<file path="src/rtl/cpu_if_pkg.sv">
// Shared types and constants for the instruction fetch stage, its decode consumer and monitors.
package cpu_if_pkg;

  localparam int unsigned PC_W  = 32;
  localparam int unsigned INS_W = 32;

  localparam logic [INS_W-1:0] HALT_INS_DEFAULT = 32'h0000000C;

  typedef struct packed {
    logic [PC_W-1:0]  pc;
    logic [INS_W-1:0] ins;
  } fetch_entry_t;

  typedef enum logic [1:0] {
    StFetch,
    StStopped,
    StHalted
  } fetch_state_t;

endpackage

</file>
<file path="src/rtl/cpu_if_prefetch_if.sv">
// Fetch-stage bundle: redirect input, instruction memory port, decode handshake and debug outputs.
interface cpu_if_prefetch_if
  import cpu_if_pkg::*;
#(
  parameter int unsigned ADDR_W = 16,
  parameter int unsigned DEPTH  = 4
);
  localparam int unsigned OCC_W = $clog2(DEPTH + 1);

  logic              redirect_valid;
  logic [PC_W-1:0]   redirect_pc;
  logic [ADDR_W-1:0] imem_addr;
  logic [INS_W-1:0]  imem_data;
  logic              out_valid;
  logic              out_ready;
  logic [PC_W-1:0]   out_pc;
  logic [INS_W-1:0]  out_ins;
  logic [OCC_W-1:0]  occupancy;
  logic [PC_W-1:0]   fetch_pc;
  logic              halt;
  logic [31:0]       cycle_count;

  modport master (
    input  redirect_valid, redirect_pc, imem_data, out_ready,
    output imem_addr, out_valid, out_pc, out_ins, occupancy, fetch_pc, halt, cycle_count
  );

  modport slave (
    output redirect_valid, redirect_pc, imem_data, out_ready,
    input  imem_addr, out_valid, out_pc, out_ins, occupancy, fetch_pc, halt, cycle_count
  );

endinterface

</file>
<file path="src/rtl/fetch_fifo.sv">
// Prefetch queue of fetch entries; head is read straight from registered storage.
module fetch_fifo
  import cpu_if_pkg::*;
#(
  parameter int unsigned DEPTH = 4
) (
  input  logic                         clk,
  input  logic                         clr,
  input  logic                         flush,
  input  logic                         enq,
  input  fetch_entry_t                 enq_data,
  input  logic                         deq,
  output fetch_entry_t                 head,
  output logic [$clog2(DEPTH+1)-1:0]   occupancy
);
  localparam int unsigned PTR_W = $clog2(DEPTH);
  localparam int unsigned OCC_W = $clog2(DEPTH + 1);
  localparam logic [OCC_W-1:0] FULL = OCC_W'(DEPTH);

  fetch_entry_t      mem_q [DEPTH];
  logic [PTR_W-1:0]  wr_ptr_q, rd_ptr_q;
  logic [OCC_W-1:0]  occ_q;
  logic              do_enq, do_deq;

  // Guards keep the counters sane even if a caller ignores full/empty.
  assign do_deq = deq & (occ_q != '0);
  assign do_enq = enq & ((occ_q != FULL) | do_deq);

  always_ff @(posedge clk) begin
    if (clr) begin
      wr_ptr_q <= '0;
      rd_ptr_q <= '0;
      occ_q    <= '0;
      for (int unsigned i = 0; i < DEPTH; i++) mem_q[i] <= '0;
    end else if (flush) begin
      wr_ptr_q <= '0;
      rd_ptr_q <= '0;
      occ_q    <= '0;
    end else begin
      if (do_enq) begin
        mem_q[wr_ptr_q] <= enq_data;
        wr_ptr_q        <= wr_ptr_q + PTR_W'(1);
      end
      if (do_deq) rd_ptr_q <= rd_ptr_q + PTR_W'(1);
      if (do_enq && !do_deq)      occ_q <= occ_q + OCC_W'(1);
      else if (!do_enq && do_deq) occ_q <= occ_q - OCC_W'(1);
    end
  end

  assign head      = mem_q[rd_ptr_q];
  assign occupancy = occ_q;

endmodule

</file>
<file path="src/rtl/cpu_if_prefetch.sv">
// Instruction fetch stage: fetch PC, redirect/halt control and cycle counter around a prefetch queue.
module cpu_if_prefetch
  import cpu_if_pkg::*;
#(
  parameter int unsigned      ADDR_W   = 16,
  parameter int unsigned      DEPTH    = 4,
  parameter logic [PC_W-1:0]  RESET_PC = 32'h00000000,
  parameter logic [INS_W-1:0] HALT_INS = HALT_INS_DEFAULT
) (
  input logic               clk,
  input logic               clr,
  cpu_if_prefetch_if.master bus
);
  localparam int unsigned OCC_W = $clog2(DEPTH + 1);
  localparam logic [OCC_W-1:0] FULL = OCC_W'(DEPTH);

  fetch_state_t     state_q;
  logic [PC_W-1:0]  fetch_pc_q;
  logic [31:0]      cycle_q;
  fetch_entry_t     head, enq_data;
  logic [OCC_W-1:0] occ;
  logic             out_valid, deq, enq, flush;

  assign out_valid = (occ != '0) & (state_q != StHalted);
  assign deq       = out_valid & bus.out_ready;
  assign flush     = bus.redirect_valid & (state_q != StHalted);
  // StFetch already excludes both the stopped and halted cases.
  assign enq       = ~bus.redirect_valid & (state_q == StFetch) & ((occ != FULL) | deq);
  assign enq_data  = '{pc: fetch_pc_q, ins: bus.imem_data};

  fetch_fifo #(
    .DEPTH (DEPTH)
  ) u_fifo (
    .clk       (clk),
    .clr       (clr),
    .flush     (flush),
    .enq       (enq),
    .enq_data  (enq_data),
    .deq       (deq),
    .head      (head),
    .occupancy (occ)
  );

  always_ff @(posedge clk) begin
    if (clr) begin
      state_q    <= StFetch;
      fetch_pc_q <= RESET_PC;
      cycle_q    <= 32'd1;
    end else begin
      if (flush)    fetch_pc_q <= bus.redirect_pc;
      else if (enq) fetch_pc_q <= fetch_pc_q + 32'd1;

      // Consuming the halt word outranks any redirect or fetch in the same cycle.
      if (deq && head.ins == HALT_INS) begin
        state_q <= StHalted;
      end else begin
        unique case (state_q)
          StFetch:   if (enq && bus.imem_data == HALT_INS) state_q <= StStopped;
          StStopped: if (flush) state_q <= StFetch;
          default:   state_q <= state_q;
        endcase
      end

      if (state_q != StHalted && cycle_q != 32'hFFFFFFFF) cycle_q <= cycle_q + 32'd1;
    end
  end

  assign bus.imem_addr   = fetch_pc_q[ADDR_W-1:0];
  assign bus.out_valid   = out_valid;
  assign bus.out_pc      = head.pc;
  assign bus.out_ins     = head.ins;
  assign bus.occupancy   = occ;
  assign bus.fetch_pc    = fetch_pc_q;
  assign bus.halt        = (state_q == StHalted);
  assign bus.cycle_count = cycle_q;

endmodule

</file>
<file path="src/flat_wrapper.sv">
// flat-port wrapper written by rule: the top's interface ports become plain ports
module cpu_if_prefetch_flat import cpu_if_pkg::*;
#(
  parameter int unsigned      ADDR_W   = 16,
  parameter int unsigned      DEPTH    = 4,
  parameter logic [PC_W-1:0]  RESET_PC = 32'h00000000,
  parameter logic [INS_W-1:0] HALT_INS = HALT_INS_DEFAULT
)
  (clk, clr, bus_redirect_valid, bus_redirect_pc, bus_imem_data, bus_out_ready, bus_imem_addr, bus_out_valid, bus_out_pc, bus_out_ins, bus_occupancy, bus_fetch_pc, bus_halt, bus_cycle_count);
  cpu_if_prefetch_if #(.ADDR_W(ADDR_W), .DEPTH(DEPTH)) bus_i ();
  input logic clk;
  input logic clr;
  input wire logic [$bits(bus_i.redirect_valid)-1:0] bus_redirect_valid;
  input wire logic [$bits(bus_i.redirect_pc)-1:0] bus_redirect_pc;
  input wire logic [$bits(bus_i.imem_data)-1:0] bus_imem_data;
  input wire logic [$bits(bus_i.out_ready)-1:0] bus_out_ready;
  output wire logic [$bits(bus_i.imem_addr)-1:0] bus_imem_addr;
  output wire logic [$bits(bus_i.out_valid)-1:0] bus_out_valid;
  output wire logic [$bits(bus_i.out_pc)-1:0] bus_out_pc;
  output wire logic [$bits(bus_i.out_ins)-1:0] bus_out_ins;
  output wire logic [$bits(bus_i.occupancy)-1:0] bus_occupancy;
  output wire logic [$bits(bus_i.fetch_pc)-1:0] bus_fetch_pc;
  output wire logic [$bits(bus_i.halt)-1:0] bus_halt;
  output wire logic [$bits(bus_i.cycle_count)-1:0] bus_cycle_count;
  assign bus_i.redirect_valid = bus_redirect_valid;
  assign bus_i.redirect_pc = bus_redirect_pc;
  assign bus_i.imem_data = bus_imem_data;
  assign bus_i.out_ready = bus_out_ready;
  assign bus_imem_addr = bus_i.imem_addr;
  assign bus_out_valid = bus_i.out_valid;
  assign bus_out_pc = bus_i.out_pc;
  assign bus_out_ins = bus_i.out_ins;
  assign bus_occupancy = bus_i.occupancy;
  assign bus_fetch_pc = bus_i.fetch_pc;
  assign bus_halt = bus_i.halt;
  assign bus_cycle_count = bus_i.cycle_count;
  cpu_if_prefetch #(.ADDR_W(ADDR_W), .DEPTH(DEPTH), .RESET_PC(RESET_PC), .HALT_INS(HALT_INS)) u_core (.clk(clk), .clr(clr), .bus(bus_i));
endmodule
</file>
<file path="config.mk">
export PLATFORM = sky130hd
export DESIGN_NAME = cpu_if_prefetch_flat
export DESIGN_NICKNAME = d
export VERILOG_FILES = /design/src/rtl/cpu_if_pkg.sv /design/src/rtl/cpu_if_prefetch_if.sv /design/src/rtl/fetch_fifo.sv /design/src/rtl/cpu_if_prefetch.sv /design/src/flat_wrapper.sv
export SDC_FILE = /design/constraint.sdc
export NUM_CORES = 1
export LEC_CHECK = 0
export ABC_AREA = 1
export BUFFER_PORTS_ARGS = -buffer_cell sky130_fd_sc_hd__buf_4
export CAP_MARGIN = 20
export CELL_PAD_IN_SITES_DETAIL_PLACEMENT = 2
export CELL_PAD_IN_SITES_GLOBAL_PLACEMENT = 2
export CORE_MARGIN = 8
export CORE_UTILIZATION = 39
export CTS_BUF_LIST = sky130_fd_sc_hd__clkbuf_4 sky130_fd_sc_hd__clkbuf_8
export DETAILED_ROUTE_END_ITERATION = 7
export PLACE_DENSITY_LB_ADDON = 0.05
export SLEW_MARGIN = 20
export SYNTH_ARGS = -nofsm -noshare
export SYNTH_HDL_FRONTEND = slang
export SYNTH_HIERARCHICAL = 1
export SYNTH_SLANG_ARGS = --single-unit
</file>
<file path="constraint.sdc">
create_clock -name clk -period 22.6 [get_ports clk]
set_clock_uncertainty 0.1 [all_clocks]
set_input_delay 5.65 -clock clk [delete_from_list [all_inputs] [get_ports clk]]
set_output_delay 5.65 -clock clk [all_outputs]
set_load 0.01 [all_outputs]
</file>
**Word-level counts from Yosys, hierarchy flattened**

Memories as Yosys holds them, arrays and structs flattened. A register that Yosys moved wholly into a read port is not among the register bits.
Index checks and enable logic that the tools add are counted.

- Bitwise logic cells: 10
- Eq/ne operators: 11
- Muxes and demuxes: 19
- Reduce and logical (&&, ||, !) cells: 18
- Add/sub/neg operators: 6

Operators by type and width:

| kind | count |
|---|---|
| 32-bit by 1-bit adder with 32-bit output, second input constant | 2 |
| 32-bit by 4-bit equality test with 1-bit output, second input constant | 2 |
| 32-bit two-way mux | 2 |
| 64-bit two-way mux | 1 |
| 64-bit OR reduction | 1 |
| 32-bit != test, second input constant | 1 |
| 2-bit two-way mux | 6 |
| 1-bit bitwise AND | 7 |
| 1-bit two-way mux | 7 |
| 3-bit two-way mux | 2 |
| 3-bit != test, second input constant | 2 |
| 3-bit AND reduction | 2 |
| 2-bit nonzero test | 3 |
| 3-bit nonzero test | 2 |
| 1-bit logical AND | 5 |
| 2-bit by 1-bit adder with 2-bit output, second input constant | 2 |
| 2-bit != test, second input constant | 2 |
| 2-bit one-hot mux with 2 select lines | 1 |
| 2-bit OR reduction | 2 |
| 3-bit by 1-bit adder with 3-bit output, second input constant | 1 |
| 3-bit by 1-bit != test with 1-bit output, second input constant | 1 |
| 3-bit by 1-bit subtractor with 3-bit output, second input constant | 1 |
| 2-bit by 1-bit equality test with 1-bit output, second input constant | 1 |
| 2-bit equality test, second input constant | 1 |
| other kinds (5) | 7 |

- Logic and storage cells: 72
- RAM bits: 256
- Register bits after elaboration: 73
- Memories kept: 1

Memory list:

| memory | depth | bits a word | rd ports | clocked after Yosys merged registers in | write ports | RTL line | RTL |
|---|---|---|---|---|---|---|---|
| u_core.u_fifo.mem_q | 4 | 64 | 1 | 1 | 4 | fetch_fifo.sv:20 | `fetch_entry_t mem_q [DEPTH];` |

**Logic depth before layout (Yosys ltp)**

- Depth in word-level cells: 12
- Mapped depth: 17
- Gate-level depth less buffers: 17

**By module**

Netlist, hierarchy kept.

Modules (own cells, without submodules):

| module | cells each | seq. area each (um2) | area an instance (um2) | instances |
|---|---|---|---|---|
| fetch_fifo | 1063 | 7867.5 | 11472.3 | 1 |
| cpu_if_prefetch | 850 | 1321.3 | 5008.6 | 1 |

**Worst setup path after synthesis**

OpenSTA, ideal clock, no wires.

- Kind: input -> register
- Start point: input bus_redirect_valid
- End point: memory u_core/u_fifo/mem_q[0][0] in the netlist's numbering (enable)
- Setup slack: 10.912 ns
- Arrival: 11.013 ns
- Buffers on the path: 2
- Stages: 7
- Cells stage by stage: nand2_1 -> inv_1 -> buf_2 -> nor2_4 -> nand4_1 -> buf_2 -> o21ai_0

RTL lines:

| element | RTL line | RTL |
|---|---|---|
| start, declared | flat_wrapper.sv:13 | `input wire logic [$bits(bus_i.redirect_valid)-1:0] bus_redirect_valid;` |
| end, declared | fetch_fifo.sv:20 |  |

==> key figures <==
Status
  • Outcome: finished clean

Synth
  • Sequential-to-total area share from yosys stat: 55.75%
  • Synth Net Count: 1985
  • Largest family of logic cells by synthesized area: simple AND/OR/NAND/NOR gates
  • Post-synthesis xor/xnor area fraction: 1.063%
  • Post-synthesis cell count: 1913
  • YS warnings: 6
  • Syn_area_per_cell: 8.615 sq um
  • Synthesized area: 0.01648 sq mm
  • Yosys reg bits: 331
  • Adder-cell share of the synthesized area: 0.3492%
  • Simple-gate area share of the yosys netlist: 25.64%
  • Ys async rst share: 0%
  • Ys flop type: edfxtp_1
  • Multiplexer area fraction after synthesis: 0.06073%
  • Unique masters post-synth: 40
  • Post-synth EDFFs: 256
  • Synth Area in Compound Gates: 9.429%

Drt
  • Residual DRC: 0
  • Routed WL: 62150 microns
  • DRT Pass-1 Iters: 5
  • Via count: 14.45k
  • WL per Instance: 23.21 microns
  • Vias/cell: 5.395
  • Number of DRC markers in iteration 0: 691
  • Final ANT Viol Nets: 0

Cells and area
  • Layout area overhead: 17.78%
  • Share of layout cells above drive strength 1: 18.80%
  • Most common cell after layout, fill and taps aside: nor2_1
  • Layout Nets: 2165
  • Most frequent cells in the layout: nor2_1 (461), nand2_1 (334), edfxtp_1 (256)

STA
  • Worst-margin pin slew: 1097 ps
  • Slew margin rel.: 26.84%
  • Max Fclk: 107.5 MHz
  • Period minus WS final: 9304 ps
  • TNS Setup: 0 ps
  • RSZ-0062 raised after global routing: no
  • Final setup violating endpoints: 0
  • Post-route clock period utilization: 41.17%
  • WHS: 407.1 ps
  • Hold Violations, Final: 0
  • Max Slew Vio Count: 0

Clocking
  • CTS tree: built
  • Htree depth: 2
  • Post-cts repair resize count: 0
  • Clock transition at the registers of the reported paths: 60 ps
  • CTS root buf: clkbuf_8
  • Worst skew pair latency: 650 ps
  • Clock Sink Count: 331
  • Clk buf depth: 3
  • Inserted Clock Buffers: 58
  • Hold_buf cts: 0
  • Post-CTS setup buffer count: 0

Die
  • Core area: 0.04185 sq mm
  • Die width: 221.6 microns
  • Die H: 221.6 microns
  • Initial Util: 39.38%
  • # rows: 75
  • Ports: 217
  • Die area: 0.04909 sq mm

Placed design
  • Placer Congestion: 0.8349
  • IO buf count: 216
  • HPWL after DPL: 40340 microns

Power and ir drop
  • Pwr/cell area: 72.87 mW/mm^2
  • P_leak: 0.007806 uW
  • VDD IR max: 45.64 uV
  • Sw frac: 27.50%
  • Gate power share: 10.9%
  • Clock power frac: 38.6%
  • Sw Pwr: 388.9 uW
  • Internal Pwr Total: 1026 uW
  • Part of the power in registers: 50.5%

Critical path
  • CP bufs+invs: 3
  • Slowest CP cell: dfxtp_4
  • CP endpoint kind: output port
  • Worst Path Arrival: 3550 ps
  • Startpoint Class: flop
  • Critical Path Fanout Max: 86
  • Crit path max-delay family: buffers and inverters
  • Data required, critical path: 16850 ps
  • Most frequent CP cell: buf_4
  • Cell chain of the critical path: clkinv_2, buf_4, o21ai_0, o22ai_1, buf_4
  • Max stage delay on crit path: 780 ps
  • Crit Path Class: reg -> out

GRT
  • Total Routing Usage GR: 24.93%
  • First-pass GRT wire length: 96070 microns
  • Vias in the first global route: 16.50k
  • Grt ovf: 0
  • Initial antenna violation count: 1
  • Pin count of the biggest net entering global routing: 87

Worst hold path
  • Hold Crit Class: reg -> reg

Job
  • Max Cap Viol: 0
-- worst paths after layout --
path                                     end  slack [ps]  cells past startpoint                       from
setup / recovery             bus_out_ins[28]       13300                      5                       flop
hold / removal                          flop         410                      2  u_core/u_fifo/rd_ptr_q[1]
setup reg to reg  u_core/u_fifo/mem_q[2][56]       18170                     12          u_core/state_q[0]
hold reg to reg                         flop         410                      2  u_core/u_fifo/rd_ptr_q[1]
-- layer usage --
| metal | wire, microns | GRT usage (%) |
|---|---|---|
| met1 | 26130 | 29.98 |
| met2 | 31080 | 44.10 |
| met3 | 3260 | 5.105 |
| met4 | 1673 | 8.232 |
| met5 | 0 | 0 |
-- synth_stat cells, types with 4 or more instances --
| master | number | area, sq um |
|---|---|---|
| xor2_1 | 14 | 122.6 |
| nor3_1 | 72 | 360.4 |
| nand3b_1 | 13 | 97.59 |
| a21oi_2 | 19 | 166.4 |
| nand2_2 | 15 | 93.84 |
| inv_1 | 152 | 570.6 |
| nor2_2 | 12 | 75.07 |
| nor4_1 | 4 | 25.02 |
| xnor2_1 | 6 | 52.55 |
| or2_2 | 7 | 43.79 |
| inv_2 | 4 | 15.01 |
| o22ai_1 | 64 | 400.4 |
| buf_6 | 12 | 135.1 |
| a21oi_1 | 30 | 150.1 |
| o21ai_0 | 156 | 780.8 |
| dfxtp_1 | 75 | 1501 |
| nor2_1 | 461 | 1730 |
| buf_4 | 21 | 157.7 |
| edfxtp_1 | 256 | 7687 |
| nor2_4 | 5 | 56.30 |
| nand2_1 | 337 | 1265 |
| nand3_1 | 58 | 290.3 |
| buf_2 | 30 | 150.1 |
| nand4_1 | 16 | 100.1 |
| clkbuf_1 | 50 | 187.7 |
-- state kept, by name (all words and copies together) (netlist names), named ones only --
register	flops
u_core/u_fifo/mem_q	256
u_core/bus.cycle_count	32
u_core/bus.fetch_pc	32
u_core/u_fifo/occupancy	3
u_core/state_q	2
u_core/u_fifo/rd_ptr_q	2
u_core/u_fifo/wr_ptr_q	2
-- kinds of logic (layout without fill, tap and decap cells) --
| group | Yosys count | in the layout |
|---|---|---|
| AOI/OAI and AO/OA | 277 | 277 |
| adders and majority gates | 4 | 4 |
| muxes | 1 | 1 |
| buffers and inverters | 274 | 499 |
| and+or+nand+nor | 1006 | 1006 |
| DFF | 331 | 331 |
| other | 0 | 1 |
| xor gates and xnor gates | 20 | 20 |
-- through the flow --
step | setup WS, ps | area (sq um) | power, uW | util [%] | instances
floorplan | 10910 | 16480 | 796.4 | - | 1913
global placement | 13210 | 18290 | 873.0 | 43.70 | 2572
detailed placement | 13120 | 18290 | 881.7 | 43.70 | 2572
CTS | 13170 | 19410 | 1430 | 46.37 | 2677
global route | 13080 | 19410 | 1470 | 46.38 | 2678
finish | 13300 | 19410 | 1414 | 46.38 | 2678
-- worst min-delay path, delay by kind of cell, from the launching register on --
kind	cells	cell delay, ps
AND/OR/NAND/NOR	1	70
AO/OA/AOI/OAI	1	80
flip-flops	1	320
-- power groups by stage --
stage / clock [uW] / combinational (uW) / sequential (uW)
global placement: 0 / 149 / 724
finish: 546 / 154 / 714
CTS: 559 / 157 / 714
global route: 585 / 168 / 717
floorplan: 0 / 78.5 / 718
detailed placement: 0 / 155 / 727
-- layout make-up --
cell class              count  area (sq um)
well taps                 539         674.4
multi-input cells        1308          6056
clock inverters            29         172.7
clock buffers              76         945.9
diodes                      1         2.502
inverters                 159         600.6
flip-flops and latches    331          9195
repair buffers            235          1764
fillers                  4686         22440
No activity file was read; power rests on OpenSTA's default activity.
